[config.mk]
export PLATFORM = sky130hd
export DESIGN_NAME = nibble_serial_adder
export DESIGN_NICKNAME = d
export VERILOG_FILES = /design/src/rtl/nibble_serial_adder.sv
export SDC_FILE = /design/constraint.sdc
export NUM_CORES = 1
export LEC_CHECK = 0
export CORE_MARGIN = 3
export CORE_UTILIZATION = 35
export DETAILED_ROUTE_END_ITERATION = 7
export PLACE_DENSITY = 0.67
export SYNTH_ARGS = -nofsm -noshare
export SYNTH_HDL_FRONTEND = slang
export SYNTH_SLANG_ARGS = --single-unit
[constraint.sdc]
create_clock -name clk -period 6.2 [get_ports clk]
set_input_delay 1.55 -clock clk [delete_from_list [all_inputs] [get_ports clk]]
set_output_delay 1.55 -clock clk [all_outputs]
set_load 0.05 [all_outputs]
[src/rtl/nibble_serial_adder.sv]
// WIDTH-bit adder that reuses one 4-bit carry-look-ahead slice, one nibble per clock,
// with a registered inter-nibble carry and valid/ready handshakes on both sides.
module nibble_serial_adder #(
    parameter int WIDTH = 16
) (
    input  logic             clk,
    input  logic             rst_n,
    input  logic             in_valid,
    output logic             in_ready,
    input  logic [WIDTH-1:0] a,
    input  logic [WIDTH-1:0] b,
    input  logic             cin,
    output logic             out_valid,
    input  logic             out_ready,
    output logic [WIDTH-1:0] sum,
    output logic             cout,
    output logic             busy
);

    localparam int NIB = WIDTH / 4;
    localparam int IW  = (NIB > 1) ? $clog2(NIB) : 1;
    localparam logic [IW-1:0] LAST_IDX = IW'(NIB - 1);

    typedef enum logic [1:0] {
        ST_IDLE = 2'd0,
        ST_RUN  = 2'd1,
        ST_DONE = 2'd2
    } state_t;

    // Full look-ahead 4-bit slice: returns {c4, sum[3:0]}; no carry ripples bit to bit.
    function automatic logic [4:0] cla4(input logic [3:0] x, input logic [3:0] y, input logic c0);
        logic [3:0] p;
        logic [3:0] g;
        logic       c1;
        logic       c2;
        logic       c3;
        logic       c4;
        p  = x ^ y;
        g  = x & y;
        c1 = g[0] | (p[0] & c0);
        c2 = g[1] | (p[1] & g[0]) | (p[1] & p[0] & c0);
        c3 = g[2] | (p[2] & g[1]) | (p[2] & p[1] & g[0]) | (p[2] & p[1] & p[0] & c0);
        c4 = g[3] | (p[3] & g[2]) | (p[3] & p[2] & g[1]) | (p[3] & p[2] & p[1] & g[0])
               | (p[3] & p[2] & p[1] & p[0] & c0);
        return {c4, p ^ {c3, c2, c1, c0}};
    endfunction

    state_t           state_r;
    logic [WIDTH-1:0] a_r;
    logic [WIDTH-1:0] b_r;
    logic             carry_r;
    logic [IW-1:0]    idx_r;
    logic [WIDTH-1:0] sum_r;
    logic             cout_r;
    logic             in_ready_r;
    logic             out_valid_r;
    logic             busy_r;

    logic [3:0]       a_nib_s;
    logic [3:0]       b_nib_s;
    logic [4:0]       slice_s;

    // Select the operand nibbles addressed by idx and run them through the slice.
    always_comb begin
        a_nib_s = 4'b0000;
        b_nib_s = 4'b0000;
        for (int k = 0; k < NIB; k++) begin
            a_nib_s = (idx_r == IW'(k)) ? a_r[4*k +: 4] : a_nib_s;
            b_nib_s = (idx_r == IW'(k)) ? b_r[4*k +: 4] : b_nib_s;
        end
        slice_s = cla4(a_nib_s, b_nib_s, carry_r);
    end

    // Control FSM, operand/carry capture, nibble write-back and registered handshake flags.
    always_ff @(posedge clk or negedge rst_n) begin
        if (!rst_n) begin
            state_r     <= ST_IDLE;
            a_r         <= {WIDTH{1'b0}};
            b_r         <= {WIDTH{1'b0}};
            carry_r     <= 1'b0;
            idx_r       <= {IW{1'b0}};
            sum_r       <= {WIDTH{1'b0}};
            cout_r      <= 1'b0;
            in_ready_r  <= 1'b1;
            out_valid_r <= 1'b0;
            busy_r      <= 1'b0;
        end else begin
            case (state_r)
                ST_IDLE: begin
                    if (in_valid) begin
                        a_r        <= a;
                        b_r        <= b;
                        carry_r    <= cin;
                        idx_r      <= {IW{1'b0}};
                        sum_r      <= {WIDTH{1'b0}};
                        cout_r     <= 1'b0;
                        state_r    <= ST_RUN;
                        in_ready_r <= 1'b0;
                        busy_r     <= 1'b1;
                    end
                end
                ST_RUN: begin
                    for (int k = 0; k < NIB; k++) begin
                        if (idx_r == IW'(k)) begin
                            sum_r[4*k +: 4] <= slice_s[3:0];
                        end
                    end
                    carry_r <= slice_s[4];
                    idx_r   <= idx_r + IW'(1);
                    // The final nibble's carry becomes the architectural carry-out.
                    if (idx_r == LAST_IDX) begin
                        cout_r      <= slice_s[4];
                        state_r     <= ST_DONE;
                        out_valid_r <= 1'b1;
                    end
                end
                ST_DONE: begin
                    if (out_ready) begin
                        state_r     <= ST_IDLE;
                        out_valid_r <= 1'b0;
                        busy_r      <= 1'b0;
                        in_ready_r  <= 1'b1;
                    end
                end
                default: begin
                    state_r     <= ST_IDLE;
                    in_ready_r  <= 1'b1;
                    out_valid_r <= 1'b0;
                    busy_r      <= 1'b0;
                end
            endcase
        end
    end

    assign sum       = sum_r;
    assign cout      = cout_r;
    assign in_ready  = in_ready_r;
    assign out_valid = out_valid_r;
    assign busy      = busy_r;

endmodule
==> reports/metrics.csv, run 1 <==
metric,value,unit
globalRouteMet2Util,24.4,%
grt_pass1_vias,2181,
io_pins,57,
synth-seq-cells,57,
synth_cells,298,
die_y,93.8,µm
top_usage_layer,met2,
layout_min_cycle_time,3.21,ns
die_area,8790,µm²
fmax,0.311,GHz
crit_type,flop to output port,
p_comb_share,49.2,%
finalSetupViolations,0,
drt-total-wl,6.33,mm
drv_cap,0,
antenna_cells,0,
yosysSeqAreaShare,53.0,%
yosys_warnings,0,
r2r-end,sum[2]$_DFFE_PN0P_,
hold_class,flop to flop,
num_vias,2158,
cts-root-buf,clkbuf_8,
clk_transition_reported_paths,0.06,ns
power_switching,0.900,mW
synth.avg_cell_area,9.04,µm²
multi_input_area,1180,µm²
drt_iter0_drc,90,
p_int,1.17,mW
io_buffers,56,
htree_levels,3,
final_common_cell,nand2_1,
start_util,36.6,%
cts_buffers,9,
ctsHoldBuffers,0,
max_slew_margin,51.8,%
syn_nets,345,
crit_start,in_ready$_DFFE_PN1P_,
cts_setup_buffers,0,
mostFrequentLayoutCells,"123 x nand2_1, 56 x dfrtp_1, 55 x clkdlybuf4s50_1",
hold_depth,2,
ff2ff_setup_slack,3.19,ns
postCtsResizedCells,0,
cts_tree,done,
skew,0.00909,ns
antenna_found_initial,0,
ff_latch_area,1430,µm²
status,finished clean,
final_util,48.3,%
critPathArrivalTime,1.66,ns
use_met1,20.3,%
grtUsageTotal,15.5,%
synth_top_area_cell,dfrtp_1,
cpPeakStageDelay,0.79,ns
die_w,93.8,µm
finalSetupTns,0,ns
cp_num_buf_inv,1,
grt-ovfl-total,0,
cp_max_fo,3,
fillerInstances,711,
layout-drive-gt1-share,6.70,%
rsz0062_at_grt,no,
reg2reg_from,idx_r[1]$_DFFE_PN0P_,
place_congestion,0.795,
dp.final_hpwl,4.44,mm
ctsLongestPathBuffers,2,
totalPowerFinal,2.07,mW
reg2reg_depth,11,
drt_pass1_iterations,4,
yosys-top-cells-area,"dfrtp_1 52%, nand2_1 17%, ha_1 4.2%, o21ai_0 3.0%, a221oi_1 2.3%",
cellLeakagePower,1.69,nW
path_delay_family,buffers and inverters,
end_kind,output port,
cp-start-kind,flop,
ys_types,29,
holdPathEnd,b_r[4]$_DFFE_PN0P_,
crit_slowest_cell,clkdlybuf4s50_1,
clock_sinks,57,
finalCritPeriodShare,51.8,%
grt_max_degree,58,
hold_viol,0,
p_clk_share,19.1,%
synth_top_area_share,52.0,%
wl_per_cell,13.9,µm
row_count,31,
path_cells,clkdlybuf4s50_1,
power.density,581,nW/µm²
final_max_slew_viol_count,0,
vdd_drop_max,0.000153,V
syn_area,2700,µm²
required,4.65,ns
holdWs,0.481,ns
syn_to_final_growth,32.2,%
worstHoldStart,b_r[4]$_DFFE_PN0P_,
grt_util_met3,3.45,%
p_sw_share,43.5,%
viasPerCell,4.72,
clock_latency,0.34,ns
worst_slew_pin_slew,0.724,ns
postRouteAntennaNets,0,
grt_pass1_wl,10.6,mm
num-nets-final,400,
coreArea,7370,µm²
seqPwrFrac,31.7,%
drcViolationCount,0,
power groups by stage:
stage               sequential (mW)  combinational (mW)  clock, mW
floorplan                     0.750               0.625          0
global placement              0.657               0.997          0
detailed placement            0.662                1.02          0
CTS                           0.656                1.03      0.403
global route                  0.675                1.15      0.425
finish                        0.657                1.02      0.394
area by class of cell:
| cell class | instances | share of cell area (%) |
|---|---|---|
| sequential | 57 | 40.1 |
| multi-input combinational | 220 | 33.2 |
| timing repair buffer | 59 | 16.2 |
| clock buffer | 11 | 4.25 |
| tap | 99 | 3.48 |
| clock inverter | 5 | 2.18 |
| inverter | 6 | 0.632 |
stage by stage:
| step | cell area [µm²] | setup slack [ns] | cells |
|---|---|---|---|
| after global routing | 3560 | 2.87 | 457 |
| after detailed placement | 3330 | 3.03 | 441 |
| after floorplan | 2700 | 3.74 | 298 |
| after global placement | 3330 | 3.08 | 441 |
| final | 3560 | 2.99 | 457 |
| after CTS | 3560 | 2.97 | 457 |
sequential cells by signal (all words and copies together), names as in the netlist:
signal,flops
in_ready,1
a_r,16
carry_r,1
out_valid,1
sum,16
b_r,16
busy,1
cout,1
idx_r,2
state_r,2
cell families (layout without fill, tap and decap cells):
group / Yosys count / after routing / share of synthesized area (%)
compound gates: 51 / 51 / 12.2
xor+xnor: 3 / 3 / 0.975
fa+ha+maj: 10 / 10 / 4.92
buf+inv: 21 / 81 / 3.44
flops: 57 / 57 / 53.0
mux: 5 / 5 / 2.09
simple gates: 151 / 151 / 23.4
synth_stat cells, drive strengths merged:
cell type  count
nand3b         4
nor2b          9
o22a           1
xor2           3
inv            6
nand2b         3
ha             9
nor3           2
o21a           1
nand2        123
nor2           5
and2b          1
dfrtp         56
o31ai          7
o21ai         16
a21o           7
a221oi         7
dfstp          1
clkbuf         6
buf            9
nand3          3
o22ai          1
nor3b          1
a221o          1
mux2           5
fa             1
a21oi         10
layer usage:
| metal | part of all wire [%] | vias to the layer above | wire (µm) |
|---|---|---|---|
| met1 | 46 | 1001 | 2910 |
| met5 | 0 | - | 0 |
| met3 | 4.6 | 7 | 290 |
| met2 | 48 | 54 | 3040 |
| li1 | - | 1096 | - |
| met4 | 1.4 | 0 | 87 |
how the worst max path moves through the flow:
| stage | depth (start not counted) | end |
|---|---|---|
| 2_1_floorplan | 12 | sum[10]$_DFFE_PN0P_ |
| 5_1_grt | 11 | sum[6]$_DFFE_PN0P_ |
| 3_5_place_dp | 5 | carry_r$_DFFE_PN0P_ |
| 3_3_place_gp | 5 | carry_r$_DFFE_PN0P_ |
| 6_report | 1 | in_ready |
| 4_1_cts | 1 | in_ready |
Power figures use the tool's default switching activity.
==> run 2, diff against run 1 <==
Clock period 6.2 ns to 3.3 ns, I/O delays scaled along.
==> run 2 against run 1 <==
Net effect:
- clock power grew 40%
- count of clock-buffer cells in the layout rose by 1
- final cell count is 0.22% higher
- combinational power up 89%
- sequential power increased by 87%
- critical path depth rose by 10
- largest cell class unchanged
==> reports/metrics.csv, run 2 (synthesized netlist as in run 1, its figures left out) <==
metric,value,unit
status,finished clean,
antenna_found_initial,0,
num-nets-final,401,
grt-ovfl-total,0,
cts_setup_buffers,0,
instances_no_fill,458,
start_util,36.6,%
io_buffers,56,
vdd_drop_max,0.000326,V
htree_levels,3,
finalSetupViolations,0,
die_y,93.8,µm
reg2reg_from,idx_r[0]$_DFFE_PN0P_,
clk_transition_reported_paths,0.07,ns
dp.final_hpwl,4.55,mm
hold_viol,0,
die_area,8790,µm²
power_switching,1.68,mW
layout-drive-gt1-share,6.69,%
grt_max_degree,58,
cts_buffers,9,
required,3.51,ns
drt-total-wl,6.32,mm
holdWs,0.478,ns
power.density,1050,nW/µm²
drt_pass1_iterations,4,
grt_pass1_vias,2202,
mostFrequentLayoutCells,"123 x nand2_1, 56 x dfrtp_1, 55 x clkdlybuf4s50_1",
final_util,47.8,%
cp-start-kind,flop,
clock_latency,0.34,ns
p_int,2.03,mW
r2r-end,sum[6]$_DFFE_PN0P_,
place_congestion,0.781,
reg2reg_depth,11,
layout_min_cycle_time,2.88,ns
viasPerCell,4.82,
p_comb_share,51.9,%
grt_pass1_wl,10.5,mm
clock_sinks,57,
drcViolationCount,0,
fmax,0.347,GHz
finalCritPeriodShare,87.4,%
final_max_slew_viol_count,0,
rsz0062_at_grt,no,
grtUsageTotal,15.6,%
worst_slew_pin_slew,0.731,ns
row_count,31,
placed_cells,442,
crit_type,flop to flop,
die_w,93.8,µm
skew,0.00733,ns
p_clk_share,14.9,%
syn_to_final_growth,30.6,%
critPathArrivalTime,3.10,ns
hold_class,input port to async pin,
drt_iter0_drc,94,
ctsLongestPathBuffers,2,
ctsHoldBuffers,0,
antenna_cells,0,
cts_tree,done,
seqPwrFrac,33.2,%
postRouteAntennaNets,0,
cellLeakagePower,1.68,nW
ff2ff_setup_slack,0.42,ns
num_vias,2207,
end_kind,flop,
drv_cap,0,
io_pins,57,
max_slew_margin,51.3,%
final_common_cell,nand2_1,
p_sw_share,45.2,%
cts-root-buf,clkbuf_8,
wl_per_cell,13.8,µm
cp_max_fo,7,
coreArea,7370,µm²
finalSetupTns,0,ns
fillerInstances,724,
[run 2: cell types whose count changed in the layout (fill, tap and decap cells not counted)]
cell        delta
bufinv_16      -2
clkbuf_1       +2
clkinv_2       +2
buf_12         +1
clkbuf_8       -1
clkinvlp_4     -1
ha_1           -1
ha_2           +1
[run 2: final cells by class]
type | count | area [µm²] | share of cell area (%)
Clock buffer | 12 | 145 | 4.12
Clock inverter | 4 | 20.0 | 0.569
Inverter | 6 | 22.5 | 0.640
Multi-Input combinational cell | 220 | 1180 | 33.6
Sequential cell | 57 | 1430 | 40.5
Tap cell | 99 | 124 | 3.52
Timing Repair Buffer | 60 | 598 | 17.0
[run 2: what timing repair did]
item / in CTS / in global routing
resized for setup: 0 / 1
endpoints found under the hold margin: 0 / 0
setup endpoints to repair: 0 / 4
[run 2: critical path, stage by stage, from the launching register on]
cell	delay (ns)
dfrtp_1	0.43
inv_1	0.10
ha_1	0.22
nor2b_1	0.44
a221oi_1	0.17
nor3_1	0.24
a21o_1	0.15
ha_1	0.26
a21o_1	0.17
a21oi_1	0.16
xor2_1	0.30
o21ai_0	0.12
[run 2: worst max path at each step]
stage	from	endpoint	slack, ns	cells past startpoint
floorplan	idx_r[0]$_DFFE_PN0P_	sum[10]$_DFFE_PN0P_	0.84	12
detailed placement	idx_r[1]$_DFFE_PN0P_	sum[6]$_DFFE_PN0P_	0.31	11
finish	idx_r[0]$_DFFE_PN0P_	sum[6]$_DFFE_PN0P_	0.42	11
CTS	idx_r[1]$_DFFE_PN0P_	sum[6]$_DFFE_PN0P_	0.29	11
global route	idx_r[0]$_DFFE_PN0P_	sum[6]$_DFFE_PN0P_	0.03	11
global placement	idx_r[1]$_DFFE_PN0P_	sum[10]$_DFFE_PN0P_	0.50	11
[run 2: layer usage]
metal	share of wire, %	track usage [%]	vias up
met5	0	0	-
met4	1.8	6.26	0
met3	5.8	4.49	12
met2	47	23.8	62
met1	46	20.7	1042
li1	-	-	1091
[run 2: stage by stage]
| stage | instance area, µm² | power [mW] | setup slack (ns) |
|---|---|---|---|
| after floorplan | 2700 | 2.58 | 0.837 |
| after global placement | 3350 | 3.12 | 0.497 |
| after detailed placement | 3350 | 3.17 | 0.312 |
| after CTS | 3520 | 3.74 | 0.294 |
| after global routing | 3520 | 4.05 | 0.0319 |
| final | 3520 | 3.71 | 0.416 |
[run 2: power groups by stage]
| stage | sequential [mW] | clock [mW] | combinational, mW |
|---|---|---|---|
| floorplan | 1.41 | 0 | 1.17 |
| global placement | 1.24 | 0 | 1.88 |
| detailed placement | 1.24 | 0 | 1.93 |
| CTS | 1.23 | 0.565 | 1.94 |
| global route | 1.28 | 0.603 | 2.17 |
| finish | 1.23 | 0.553 | 1.93 |
